$ cat src/rtl/fifo_pkg.sv
// Shared definitions for the async-FIFO read path: default word width and a constant-safe
// ceil(log2) used to size skid-buffer pointers.
package fifo_pkg;

    localparam int unsigned FIFO_DATA_WIDTH = 16;

    function automatic int unsigned clog2(input int unsigned value);
        int unsigned result;
        result = 0;
        while ((64'd1 << result) < 64'(value)) begin
            result = result + 1;
        end
        return result;
    endfunction

endpackage

$ cat src/rtl/skid_fifo_buf.sv
// Small register-file FIFO that absorbs the async FIFO's read latency. Pointers carry an extra
// wrap bit so count = wr - rd distinguishes full from empty without a separate flag.
module skid_fifo_buf
    import fifo_pkg::*;
#(
    parameter int unsigned DATA_WIDTH = FIFO_DATA_WIDTH,
    parameter int unsigned BUF_DEPTH  = 4,
    localparam int unsigned PTR_W     = clog2(BUF_DEPTH)
) (
    input  logic                  i_clk,
    input  logic                  i_rst,
    input  logic                  i_push,
    input  logic [DATA_WIDTH-1:0] i_push_data,
    input  logic                  i_pop,
    output logic [DATA_WIDTH-1:0] o_head_data,
    output logic [PTR_W:0]        o_count
);

    logic [DATA_WIDTH-1:0] r_mem [BUF_DEPTH];
    logic [PTR_W:0]        r_wr_ptr;
    logic [PTR_W:0]        r_rd_ptr;
    logic                  w_full;

    assign o_count     = r_wr_ptr - r_rd_ptr;
    assign w_full      = (o_count == (PTR_W + 1)'(BUF_DEPTH));
    assign o_head_data = r_mem[r_rd_ptr[PTR_W-1:0]];

    always_ff @(posedge i_clk or posedge i_rst) begin
        if (i_rst) begin
            r_wr_ptr <= '0;
            r_rd_ptr <= '0;
            for (int i = 0; i < int'(BUF_DEPTH); i++) begin
                r_mem[i] <= '0;
            end
        end else begin
            if (i_push) begin
                r_mem[r_wr_ptr[PTR_W-1:0]] <= i_push_data;
                r_wr_ptr                   <= r_wr_ptr + 1'b1;
            end
            if (i_pop) begin
                r_rd_ptr <= r_rd_ptr + 1'b1;
            end
        end
    end

    // Issue throttling upstream keeps occupancy below depth; either firing is a design error.
    a_no_overflow: assert property (@(posedge i_clk) disable iff (i_rst)
        !(i_push && w_full && !i_pop));
    a_no_underflow: assert property (@(posedge i_clk) disable iff (i_rst)
        !(i_pop && (o_count == '0)));

endmodule

$ cat src/rtl/fifo_stream_reader.sv
// Read-side consumer for the async FIFO: throttled pop issue, one-cycle latency absorbed in a
// skid buffer, and a valid/ready stream with burst framing, word counter and sticky error.
module fifo_stream_reader
    import fifo_pkg::*;
#(
    parameter int unsigned DATA_WIDTH = FIFO_DATA_WIDTH,
    parameter int unsigned BUF_DEPTH  = 4,
    parameter int unsigned BURST_LEN  = 8
) (
    input  logic                  i_rd_clk,
    input  logic                  i_rd_rst,
    input  logic                  i_enable,
    input  logic                  i_fifo_empty,
    output logic                  o_fifo_rd_en,
    input  logic [DATA_WIDTH-1:0] i_fifo_rd_data,
    input  logic                  i_fifo_rd_valid,
    output logic [DATA_WIDTH-1:0] o_m_data,
    output logic                  o_m_valid,
    output logic                  o_m_last,
    input  logic                  i_m_ready,
    output logic [15:0]           o_words_out,
    output logic                  o_err
);

    localparam int unsigned PTR_W   = clog2(BUF_DEPTH);
    localparam int unsigned BURST_W = clog2(BURST_LEN + 1);
    localparam logic [BURST_W-1:0] BURST_LAST = BURST_W'(BURST_LEN - 1);
    localparam logic [PTR_W+1:0]   OCC_LIMIT  = (PTR_W + 2)'(BUF_DEPTH - 1);

    logic [PTR_W:0]        w_count;
    logic [PTR_W+1:0]      w_occupancy;
    logic [DATA_WIDTH-1:0] w_head;
    logic                  w_push;
    logic                  w_pop;
    logic                  r_inflight;
    logic [BURST_W-1:0]    r_burst_cnt;
    logic [15:0]           r_words_out;
    logic                  r_err;

    // Buffered plus in-flight words; the pending read must always find a free slot.
    assign w_occupancy  = {1'b0, w_count} + {{(PTR_W + 1){1'b0}}, r_inflight};
    assign o_fifo_rd_en = ~i_rd_rst & i_enable & ~i_fifo_empty & (w_occupancy < OCC_LIMIT);

    assign w_push      = i_fifo_rd_valid & r_inflight;
    assign o_m_valid   = (w_count != '0);
    assign w_pop       = o_m_valid & i_m_ready;
    assign o_m_data    = w_head;
    assign o_m_last    = o_m_valid & (r_burst_cnt == BURST_LAST);
    assign o_words_out = r_words_out;
    assign o_err       = r_err;

    skid_fifo_buf #(
        .DATA_WIDTH (DATA_WIDTH),
        .BUF_DEPTH  (BUF_DEPTH)
    ) u_buf (
        .i_clk       (i_rd_clk),
        .i_rst       (i_rd_rst),
        .i_push      (w_push),
        .i_push_data (i_fifo_rd_data),
        .i_pop       (w_pop),
        .o_head_data (w_head),
        .o_count     (w_count)
    );

    always_ff @(posedge i_rd_clk or posedge i_rd_rst) begin
        if (i_rd_rst) begin
            r_inflight  <= 1'b0;
            r_burst_cnt <= '0;
            r_words_out <= '0;
            r_err       <= 1'b0;
        end else begin
            r_inflight <= o_fifo_rd_en;
            // Data with no outstanding pop cannot be placed in order, so it is dropped.
            if (i_fifo_rd_valid && !r_inflight) begin
                r_err <= 1'b1;
            end
            if (w_pop) begin
                r_words_out <= r_words_out + 16'd1;
                r_burst_cnt <= (r_burst_cnt == BURST_LAST) ? '0 : r_burst_cnt + 1'b1;
            end
        end
    end

endmodule
$ cat config.mk
export PLATFORM = sky130hd
export DESIGN_NAME = fifo_stream_reader
export DESIGN_NICKNAME = d
export VERILOG_FILES = /design/src/rtl/fifo_pkg.sv /design/src/rtl/skid_fifo_buf.sv /design/src/rtl/fifo_stream_reader.sv
export SDC_FILE = /design/constraint.sdc
export NUM_CORES = 1
export LEC_CHECK = 0
export ABC_AREA = 1
export BUFFER_PORTS_ARGS = -buffer_cell sky130_fd_sc_hd__clkbuf_2
export CAP_MARGIN = 10
export CELL_PAD_IN_SITES_DETAIL_PLACEMENT = 0
export CELL_PAD_IN_SITES_GLOBAL_PLACEMENT = 1
export CORE_ASPECT_RATIO = 1.5
export CORE_MARGIN = 2
export CORE_UTILIZATION = 25
export CTS_CLUSTER_SIZE = 8
export DETAILED_ROUTE_END_ITERATION = 6
export GPL_TIMING_DRIVEN = 0
export MAX_ROUTING_LAYER = met4
export PLACE_DENSITY_LB_ADDON = 0.25
export RECOVER_POWER = 25
export SLEW_MARGIN = 25
export SYNTH_ARGS = -nofsm -noshare
export SYNTH_HDL_FRONTEND = slang
export SYNTH_HIERARCHICAL = 1
export SYNTH_SLANG_ARGS = --single-unit
$ cat constraint.sdc
create_clock -name i_rd_clk -period 2.28 [get_ports i_rd_clk]
set_clock_uncertainty 0.2 [all_clocks]
set_input_delay 0.114 -clock i_rd_clk [delete_from_list [all_inputs] [get_ports i_rd_clk]]
set_output_delay 0.114 -clock i_rd_clk [all_outputs]
set_load 0.005 [all_outputs]
---- After elaboration in Yosys (flattened, before gate mapping) ----
Index checks and enable logic that the tools add are counted.
word-level totals
  bits in registers ....................... 92
  logic and storage cells ................. 42
  output and inout bits ................... 36
  input bits .............................. 22
cells by class
  $add $sub $neg .......................... 6
  reduce and logical (&&, ||, !) cells .... 4
  order comparisons ....................... 4
  bitwise gates (word level) .............. 10
  equal/unequal tests ..................... 1
  mux-type cells .......................... 7
operators by type and width
  cell                                                                           number
  64-bit bitwise mux                                                             1
  16-bit 2-to-1 mux                                                              3
  16-bit binary-select mux with 2-bit select                                     1
  16-bit demux with 2-bit select                                                 1
  16-bit by 1-bit adder with 16-bit output (second input constant)               1
  3-bit by 1-bit adder with 3-bit output (second input constant)                 2
  1-bit bitwise AND                                                              6
  3-bit greater-or-equal comparator (second input constant)                      2
  2-bit NOT with 3-bit output                                                    2
  3-bit by 1-bit adder with 4-bit output                                         1
  4-bit by 1-bit adder with 4-bit output (second input constant)                 1
  4-bit by 3-bit equality test with 1-bit output (second input constant)         1
  4-bit by 2-bit less-than comparator with 1-bit output (second input constant)  1
  4-bit 2-to-1 mux                                                               1
  3-bit by 1-bit less-than comparator with 1-bit output (second input constant)  1
  3-bit nonzero test                                                             1
  3-bit subtractor                                                               1
  1-bit logical AND                                                              2
  1-bit NOT                                                                      2
  1-bit logical NOT                                                              1

---- Logic depth before layout (Yosys ltp) ----
Gate-level depths: netlist (run 1).
  word-level depth ........................ 6
  mapped depth ............................ 14
  gate-level depth less buffers ........... 14

---- Cells and area by module ----
Netlist (run 1), hierarchy kept.
by module, submodules not included
  module              cells an instance  area an instance (sq um)  times used
  skid_fifo_buf       452                3783.6                    1
  fifo_stream_reader  164                1266.2                    1

---- Least setup slack after synthesis (run 1) ----
OpenSTA, ideal clock, no wires.
  path type ............................... register -> register
  from .................................... register u_buf.r_wr_ptr[0]
  to ...................................... register r_words_out[2] (netlist: o_words_out[2])
  setup time .............................. 0.127 ns
  slack ................................... 0.138 ns
  stages on the path, launching flop included .. 11
  buffers on the path ..................... 1
  data arrival time ....................... 1.815 ns
  data required time ...................... 1.953 ns
  cells stage by stage .................... dfrtp_1 -> inv_1 -> ha_1 -> fa_1 -> inv_1 -> nor2_2 -> nand2_4 -> nand2_4 -> buf_6 -> nor2_1 -> xor2_1
on the way
  word-level cells in the longest chain between the ends .. 3
ends and longest elaborated chain
  element                 line                      text
  start, declared         skid_fifo_buf.sv:20       logic [PTR_W:0] r_wr_ptr;
  start signal, assigned  skid_fifo_buf.sv:38       r_wr_ptr <= r_wr_ptr + 1'b1;
  3-bit subtractor        skid_fifo_buf.sv:24       assign o_count = r_wr_ptr - r_rd_ptr;
  via w_count[1]          fifo_stream_reader.sv:30  logic [PTR_W:0] w_count;
  3-bit nonzero test      fifo_stream_reader.sv:45  assign o_m_valid = (w_count != '0);
  via o_m_valid           fifo_stream_reader.sv:18  output logic o_m_valid,
  1-bit bitwise AND       fifo_stream_reader.sv:46  assign w_pop = o_m_valid & i_m_ready;
  end signal, assigned    fifo_stream_reader.sv:78  r_words_out <= r_words_out + 16'd1;
  end, declared           fifo_stream_reader.sv:37  logic [15:0] r_words_out;
The timed path passes the listed nets, and every way through them passes these cells.
A chain may end at the register's enable or synchronous reset.

---- Final worst setup path (run 1) ----
  from .................................... register u_buf.r_rd_ptr[0]
  to ...................................... output o_fifo_rd_en
on the way
  word-level cells in the longest chain between the ends .. 4
ends and longest elaborated chain
  element                                                line                      text
  start, declared                                        skid_fifo_buf.sv:21       logic [PTR_W:0] r_rd_ptr;
  start signal, assigned                                 skid_fifo_buf.sv:41       r_rd_ptr <= r_rd_ptr + 1'b1;
  3-bit subtractor                                       skid_fifo_buf.sv:24
  via w_count[1]                                         fifo_stream_reader.sv:30
  3-bit by 1-bit adder with 4-bit output                 fifo_stream_reader.sv:41  assign w_occupancy = {1'b0, w_count} + {{(PTR_W + 1){1'b0}}, r_inflight};
  4-bit by 2-bit less-than comparator with 1-bit output  fifo_stream_reader.sv:42  assign o_fifo_rd_en = ~i_rd_rst & i_enable & ~i_fifo_empty & (w_occupancy < OCC_LIMIT);
  1-bit bitwise AND                                      fifo_stream_reader.sv:42
  end, declared                                          fifo_stream_reader.sv:14  output logic o_fifo_rd_en,
The timed path passes the listed nets, and every way through them passes these cells.

==> results.toml, run 1 <==
[synthesis]
synthDominantCellAreaShare_pct = 45.6
avgSynthCellArea_um2 = 8.20
synth_nets = 649
synth_warnings = 6
synth_cell_types = 25
synth_top_area_cell = "dfrtp_1"
ys_seq_elements = 92
synthTopCellsByArea = "dfrtp_1, nand2_1, o21ai_2"
ys_seq_area_share_pct = 45.6
postSynthCellCount = 616
syn-cell-area_um2 = 5050

[grt]
grt_antenna_before_repair = 0
grt_pass1_vias = 3979
grt_overflow = 0
grt_max_degree = 53
grt_usage_pct = 13.3
grt_pass1_wl_mm = 21.0

[routing]
drtAntennaViolNets = 0
wirelength_mm = 13.3
vias = 4010
dr.pass1.iters = 4
wl_per_cell_um = 13.6
drc_errors = 0
viasPerCell = 4.09
drt_iter0_drc = 237

[place]
hpwlAfterDp_mm = 9.24
io_buffer_count = 57
dp_slack_ps = -117
dp.cells = 934
routabilityCongestion = 0.761

[pwr]
peakVddDrop_mv = 0.439
leakage_uw = 0.00333
power_density_nw_per_um2 = 1200

[clock_network]
cts_tree = "built"
root_buffer = "clkbuf_16"
clockBufferDepth = 2
cts_made_buffers = 9
cts_sinks = 92
clk_pin_slew_ps = 70
htreeDepth = 3
clk_latency_ps = 350

[timing]
setup_tns_ps = -274
rsz0062_at_grt = "true"
maxSlewHeadroom_pct = 20.3
period_share_pct = 109
postLayoutSetupSlackWorst_ps = -212
max_freq_mhz = 401
hold_viol = 0
worst_pin_slew_ps = 1190
period_minus_slack_ps = 2490
finalSetupViolations = 2
slew_viol_final = 0

[floorplan]
die_area_um2 = 21400
chipHeight_um = 178
die_w_um = 120
start_util_pct = 25.5
rows = 63
io_pins = 58
fp.coreArea_um2 = 19800

[critical_path]
worst_setup_path_start_kind = "flop"
crit_fanout = 3
cpPeakStageDelay_ps = 490
cpMostUsedCell = "ha_4"
path_cells = "ha_4 -> fa_1 -> inv_2 -> ha_4 -> a21oi_2 -> nand3b_1 -> nor2_2 -> clkbuf_2"
cp-end-kind = "primary output"
cp_top_family = "adder cells"
arrival_ps = 2180
crit_required_ps = 1970
worst-path-buf-inv = 2
cpMaxStageDelayCell = "fa_1"
path_class = "flop to primary output"

[layout]
antenna_cells = 0
layout_common_cells = "nand2_1, inv_1, dfrtp_1"
mostFrequentLayoutCell = "nand2_1"
drive_gt1_share_pct = 26.7
area_delta_synth_final_pct = 26.0
post-route-util_pct = 32.2
nets = 748
finalNonFillerCells = 980

[min_path]
min_path_type = "flop to flop"

[outcome]
outcome = "finished with violations"
violations = "setup timing"

[job]
maxCapViolCount = 0
## registers in the layout, summed over array words and instances, names as in the netlist
signal,flops
u_buf/r_rd_ptr,3
r_burst_cnt,4
o_err,1
u_buf/r_wr_ptr,3
o_words_out,16
u_buf/r_mem,64
r_inflight,1
## final timing paths
| check | cells past startpoint | slack [ps] | endpoint | from |
|---|---|---|---|---|
| setup / recovery | 8 | -210 | o_fifo_rd_en | u_buf/r_rd_ptr[0]$_DFFE_PP0P_ |
| hold / removal | 2 | 280 | u_buf/r_mem[8]$_DFFE_PP0P_ | u_buf/r_mem[8]$_DFFE_PP0P_ |
| setup reg to reg | 12 | 20 | o_words_out[15]$_DFFE_PP0P_ | u_buf/r_rd_ptr[0]$_DFFE_PP0P_ |
| hold reg to reg | 2 | 280 | u_buf/r_mem[8]$_DFFE_PP0P_ | u_buf/r_mem[8]$_DFFE_PP0P_ |
| max in group asynchronous | 5 | 500 | u_buf/r_rd_ptr[0]$_DFFE_PP0P_ | i_rd_rst |
| min in group asynchronous | 4 | 530 | u_buf/r_wr_ptr[1]$_DFFE_PP0P_ | i_rd_rst |
## routing by layer
metal	share of wire (%)	GRT usage [%]
met3	3.4	2.05
met2	52	23.2
met1	43	15.7
met5	0	-
met4	1.4	4.41
## metrics by stage
stage	hold slack [ps]	total power, uW	area [um2]
after floorplan	-96.8	4800	5050
after global placement	151	5720	5660
after detailed placement	-74.6	5800	5690
after CTS	-176	7500	6230
after global routing	309	8360	6360
final	284	7630	6360
## layout make-up
type / instances / area [um2]
Fill cell: 2111 / 13400
Buffer: 24 / 258
Inverter: 113 / 434
Multi-Input combinational cell: 388 / 2140
Clock buffer: 10 / 229
Sequential cell: 92 / 2300
Clock inverter: 6 / 71.3
Tap cell: 260 / 325
Timing Repair Buffer: 87 / 599
## cells by family after synthesis
| logic type | count (synthesis) | share of synthesized area (%) |
|---|---|---|
| buffers and inverters | 137 | 13.4 |
| XOR/XNOR | 10 | 1.73 |
| AO/OA/AOI/OAI | 70 | 10.9 |
| adder cells (fa/ha/maj) | 11 | 2.87 |
| flip-flops | 92 | 45.6 |
| AND/OR/NAND/NOR | 296 | 25.6 |
## repair_timing
action / 4_1_cts / 5_1_grt
hold buffers: 21 / 2
endpoints found under the setup margin: 12 / 14
gates resized for setup: 6 / 15
buffers inserted: 1 / 4
cloned: 0 / 2
hold endpoints to repair: 162 / 19
pin swaps: 3 / 5
## synth_stat cells (all sizes together)
master and n:
a21oi 2, buf 24, dfrtp 92, fa 1, ha 10, inv 113, nand2 226, nand3 38
nand3b 7, nand4 1, nor2 24, o21ai 67, o21bai 1, xor2 10
## where the power goes
part           switching, uW  leakage [uW]  internal, uW
Clock                    683      0.000140           860
Combinational           2030       0.00199          1510
Sequential               367       0.00121          2190
Total                   3080       0.00333          4560
## tightest hold or removal path: cells and delay by family, from the launching register on
kind | cells | cell delay [ps]
flip-flops | 1 | 350
AO/OA/AOI/OAI | 1 | 50
AND/OR/NAND/NOR | 1 | 60
Power figures use the tool's default switching activity.
==> inputs of run 2 (changes only) <==
HOLD_SLACK_MARGIN = 0.08   (was unset)
SKIP_LAST_GASP = 1   (was unset)
SYNTH_HIERARCHICAL = unset   (was 1)
==> results.toml, run 2 <==
[outcome]
outcome = "finished with violations"
violations = "setup timing"

[clock_network]
clk_latency_ps = 350
cts_tree = "built"
clk_pin_slew_ps = 70
cts_made_buffers = 9
htreeDepth = 3
cts_sinks = 92
root_buffer = "clkbuf_16"
clockBufferDepth = 2

[critical_path]
rr_startpoint = "u_buf.r_rd_ptr[0]$_DFFE_PP0P_"
worst-path-buf-inv = 2
crit_start = "u_buf.r_rd_ptr[0]$_DFFE_PP0P_"
r2r_end = "o_words_out[0]$_DFFE_PP0P_"
path_cells = "ha_4 -> fa_1 -> inv_2 -> ha_4 -> a21oi_2 -> nand3b_1 -> a21oi_2 -> buf_2"
crit_fanout = 2
cp_top_family = "adder cells"
cp-end-kind = "primary output"
arrival_ps = 2250
crit_required_ps = 1970
r2r_slack_ps = -30
worst_setup_path_start_kind = "flop"
cpPeakStageDelay_ps = 570
ff2ff_path_depth = 12
worst-path-stages = 8
worstSetupEndpoint = "o_fifo_rd_en"
path_class = "flop to primary output"
cpMaxStageDelayCell = "fa_1"

[synthesis]
synthTopCellsByArea = "dfrtp_1, nand2_1, o21ai_0"
synth-edff-count = 0
syn-cell-area_um2 = 4420
avgSynthCellArea_um2 = 8.16
synth_warnings = 0
synth-main-ff-cell = "dfrtp_1"
synth.top_cells.by_count = "nand2_1, o21ai_0, dfrtp_1, nor2_1, inv_1"
synth_nets = 574
postSynthCellCount = 541
synth_cell_types = 26
synth_top_area_cell = "dfrtp_1"
ys_seq_elements = 92
synth.most_common_cell = "nand2_1"
ys_seq_area_share_pct = 52.1
synthArstFlopShare_pct = 100
synthDominantCellAreaShare_pct = 52.1

[routing]
wirelength_mm = 13.2
viasPerCell = 4.65
wl_per_cell_um = 15.4
vias = 3997
drt_iter0_drc = 188
dr.pass1.iters = 4
drtAntennaViolNets = 0
drc_errors = 0

[floorplan]
die_area_um2 = 18800
chipHeight_um = 167
die_w_um = 113
start_util_pct = 25.5
fp.coreArea_um2 = 17300
io_pins = 58
rows = 59

[layout]
antenna_cells = 0
largest_reg_flops = 64
final_design_area_no_fill_um2 = 5640
mostFrequentLayoutCell = "nand2_1"
layout_common_cells = "nand2_1, o21ai_0, dfrtp_1"
finalNonFillerCells = 859
drive_gt1_share_pct = 16.9
area_delta_synth_final_pct = 27.8
largest-register = "u_buf.r_mem"
nets = 674

[timing]
period_share_pct = 113
postLayoutSetupSlackWorst_ps = -286
period_minus_slack_ps = 2570
rsz0062_at_grt = "true"
hold_ws_ps = 247
worst_pin_slew_ps = 848
finalSetupViolations = 13
maxSlewHeadroom_pct = 43.2
hold_viol = 0
max_freq_mhz = 390
slew_viol_final = 0

[place]
dp.cells = 814
postPlaceCellArea_um2 = 5030
hpwlAfterDp_mm = 9.34
io_buffer_count = 57
dp_slack_ps = -194
routabilityCongestion = 0.830

[grt]
grt_usage_pct = 15.2
met3_usage_pct = 1.97
grt_pass1_wl_mm = 21.7
busiest_layer = "met2"
grt_pass1_vias = 4100
grt_antenna_before_repair = 0
grt_max_degree = 32
grt_use_met1_pct = 17.6
grt_overflow = 0
use_met2_pct = 26.3

[pwr]
leakage_uw = 0.00268
peakVddDrop_mv = 0.462
switching_share_pct = 38.8
p_clk_share_pct = 23.4
power_switching_uw = 2600
seqPwrFrac_pct = 36.5
power_density_nw_per_um2 = 1190
p_comb_share_pct = 40.1
cell_internal_pwr_uw = 4100

[job]
maxCapViolCount = 0

[min_path]
min_path_type = "input port to async pin"
==> run 2: repair_timing <==
item                                    in CTS  in global routing
setup buffers                                4                  5
gates resized for setup                     11                 22
pin swaps                                    5                  4
endpoints found under the setup margin      21                 14
gates cloned                                 0                  0
hold endpoints to repair                   130                  0
hold buffers                                21                  0
==> run 2: cell families (layout without fill, tap and decap cells) <==
| kind of cell | Yosys count | after routing | synth area share [%] |
|---|---|---|---|
| buffers and inverters | 67 | 172 | 6.18 |
| xor gates and xnor gates | 12 | 12 | 2.38 |
| and+or+nand+nor | 233 | 233 | 21.2 |
| adders and majority gates | 11 | 11 | 3.29 |
| DFF | 92 | 92 | 52.1 |
| AOI/OAI and AO/OA | 126 | 126 | 14.8 |
==> run 2: per-stage QoR <==
stage               total power (uW)  util, %  TNS, ps
floorplan                       3980        -        0
global placement                4840     28.7     -238
detailed placement              4910     29.0     -223
CTS                             6630     32.3     -353
global route                    7240     32.5    -3160
finish                          6700     32.5     -561
==> run 2: cell type report <==
cell class              count  area, um2
multi-input cells         382       1880
well taps                 213        267
plain buffers              24        126
inverters                  43        169
fillers                  1832      11700
clock buffers              10        229
clock inverters             6       71.3
flip-flops and latches     92       2300
repair buffers             89        598
==> run 2: power groups by stage <==
| stage | logic, uW | registers [uW] | clock network (uW) |
|---|---|---|---|
| floorplan | 1580 | 2400 | 0 |
| global route | 3060 | 2520 | 1670 |
| global placement | 2350 | 2500 | 0 |
| finish | 2680 | 2450 | 1570 |
| detailed placement | 2400 | 2510 | 0 |
| CTS | 2540 | 2470 | 1620 |
==> run 2: tightest hold or removal path: cells and delay by family <==
kind	cells	cell delay, ps
buf+inv	3	1170
==> run 2: routing by layer <==
layer,wire length [um],share of wire [%]
met5,0,0
met4,340,2.6
met3,385,2.9
met2,6910,52
met1,5600,42
==> run 2: worst min-delay path by stage <==
| stage | startpoint | endpoint | slack [ps] | depth (start not counted) |
|---|---|---|---|---|
| after CTS | i_rd_rst | u_buf.r_mem[49]$_DFFE_PP0P_ | 130 | 3 |
| final | i_rd_rst | u_buf.r_mem[1]$_DFFE_PP0P_ | 250 | 3 |
| after global placement | i_fifo_rd_valid | o_err$_DFFE_PP0P_ | 150 | 3 |
| after detailed placement | i_rd_rst | o_err$_DFFE_PP0P_ | -40 | 2 |
| after floorplan | i_fifo_rd_valid | o_err$_DFFE_PP0P_ | 40 | 2 |
| after global routing | o_err$_DFFE_PP0P_ | o_err$_DFFE_PP0P_ | 290 | 1 |
==> inputs of run 3 (changes only) <==
CORE_MARGIN = unset   (was 2)
GPL_ROUTABILITY_DRIVEN = 0   (was unset)
==> results.toml, run 3 (same netlist as run 2, synthesis figures left out) <==
[layout]
mostFrequentLayoutCell = "nand2_1"
nets = 673
layout_common_cells = "nand2_1, o21ai_0, dfrtp_1"
area_delta_synth_final_pct = 29.2
largest_reg_flops = 64
fillCellCount = 1845
antenna_cells = 0
largest-register = "u_buf.r_mem"
multi_input_area_um2 = 1880
drive_gt1_share_pct = 17.5
seqCellArea_um2 = 2300
finalNonFillerCells = 858

[outcome]
violations = "setup timing"
outcome = "finished with violations"

[pwr]
p_comb_share_pct = 38.1
power_uw = 6850
power_density_nw_per_um2 = 1200
cell_internal_pwr_uw = 4310
power_switching_uw = 2540
seqPwrFrac_pct = 35.8
p_clk_share_pct = 26.1
leakage_uw = 0.00274
peakVddDrop_mv = 0.552
switching_share_pct = 37.0

[floorplan]
die_w_um = 111
rows = 59
chipHeight_um = 165
start_util_pct = 25.5
io_pins = 58
die_area_um2 = 18200
fp.coreArea_um2 = 17300

[critical_path]
cp-end-kind = "primary output"
arrival_ps = 2230
ff2ff_path_depth = 8
worst_setup_path_start_kind = "flop"
worst-path-buf-inv = 2
cpPeakStageDelay_ps = 510
path_class = "flop to primary output"
worst-path-stages = 8
cp_top_family = "adder cells"
path_cells = "ha_4 -> fa_1 -> inv_2 -> ha_4 -> a21oi_2 -> nand3b_1 -> a21oi_2 -> buf_2"
crit_fanout = 2
crit_required_ps = 1970
cpMaxStageDelayCell = "fa_1"

[timing]
rsz0062_at_grt = "true"
maxSlewHeadroom_pct = 41.1
period_minus_slack_ps = 2540
max_freq_mhz = 393
worst_pin_slew_ps = 879
period_share_pct = 112
postLayoutSetupSlackWorst_ps = -263
finalSetupViolations = 1
hold_viol = 0
slew_viol_final = 0

[clock_network]
clk_latency_ps = 340
htreeDepth = 3
cts_made_buffers = 9
cts_tree = "built"
cts_sinks = 92
root_buffer = "clkbuf_16"
clk_pin_slew_ps = 70
clockBufferDepth = 2

[routing]
drc_errors = 0
drtAntennaViolNets = 0
wl_per_cell_um = 15.1
dr.pass1.iters = 4
wirelength_mm = 12.9
vias = 3939
drt_iter0_drc = 173
viasPerCell = 4.59

[grt]
grt_antenna_before_repair = 0
grt_pass1_vias = 4064
grt_usage_pct = 15.6
grt_overflow = 0
grt_max_degree = 32
grt_pass1_wl_mm = 21.2

[place]
dp.cells = 814
hpwlAfterDp_mm = 9.18
io_buffer_count = 57

[job]
maxCapViolCount = 0

[min_path]
min_path_type = "input port to async pin"
-- run 3: cell type report --
type,instances,area share [%]
Sequential cell,92,40.4
Multi-Input combinational cell,382,32.9
Timing Repair Buffer,88,10.7
Tap cell,213,4.67
Clock buffer,10,4.19
Inverter,43,2.96
Buffer,24,2.19
Clock inverter,6,2.04
-- run 3: worst paths after layout --
| check | startpoint | endpoint | slack (ps) |
|---|---|---|---|
| max in group asynchronous | i_rd_rst | u_buf.r_mem[43]$_DFFE_PP0P_ | 790 |
| min in group i_rd_clk | u_buf.r_mem[24]$_DFFE_PP0P_ | u_buf.r_mem[24]$_DFFE_PP0P_ | 280 |
| worst min register to register | u_buf.r_mem[24]$_DFFE_PP0P_ | u_buf.r_mem[24]$_DFFE_PP0P_ | 280 |
| worst min-delay path | i_rd_rst | u_buf.r_mem[1]$_DFFE_PP0P_ | 260 |
| worst max-delay path | u_buf.r_rd_ptr[0]$_DFFE_PP0P_ | o_fifo_rd_en | -260 |
| worst max register to register | u_buf.r_rd_ptr[0]$_DFFE_PP0P_ | r_inflight$_DFF_PP0_ | 150 |
-- run 3: metal layers --
layer  up-vias  wire length, um  global-route usage [%]
met5         -                0                       -
met4         0              303                    7.03
met3        21              388                    3.01
met2        83             6730                    27.5
met1      1892             5520                    17.0
li1       1943                -                       -
-- run 3: power by group through the flow --
stage	sequential [uW]	combinational [uW]	clock [uW]
floorplan	2400	1580	0
global placement	2500	2340	0
detailed placement	2520	2380	0
CTS	2470	2520	1850
global route	2520	2990	1910
finish	2450	2610	1780
-- run 3: worst min-delay path, delay by kind of cell --
kind                   cells  cell delay [ps]
buffers and inverters      3             1200
-- run 3: through the flow --
stage	TNS (ps)	cell area [um2]	setup WS (ps)	utilization, %	hold WS, ps
after floorplan	0	4420	129	-	38.5
after global placement	-326	4970	-246	28.7	152
after detailed placement	-343	5030	-254	29.0	-46.9
after CTS	-381	5650	-381	32.6	132
after global routing	-402	5710	-378	32.9	297
final	-263	5710	-263	32.9	261
-- run 3: repair_timing --
item	4_1_cts	5_1_grt
endpoints found under the hold margin	130	0
pin swaps	5	4
setup buffers	4	3
setup endpoints to repair	20	18
hold buffers	21	0
gates resized for setup	11	17
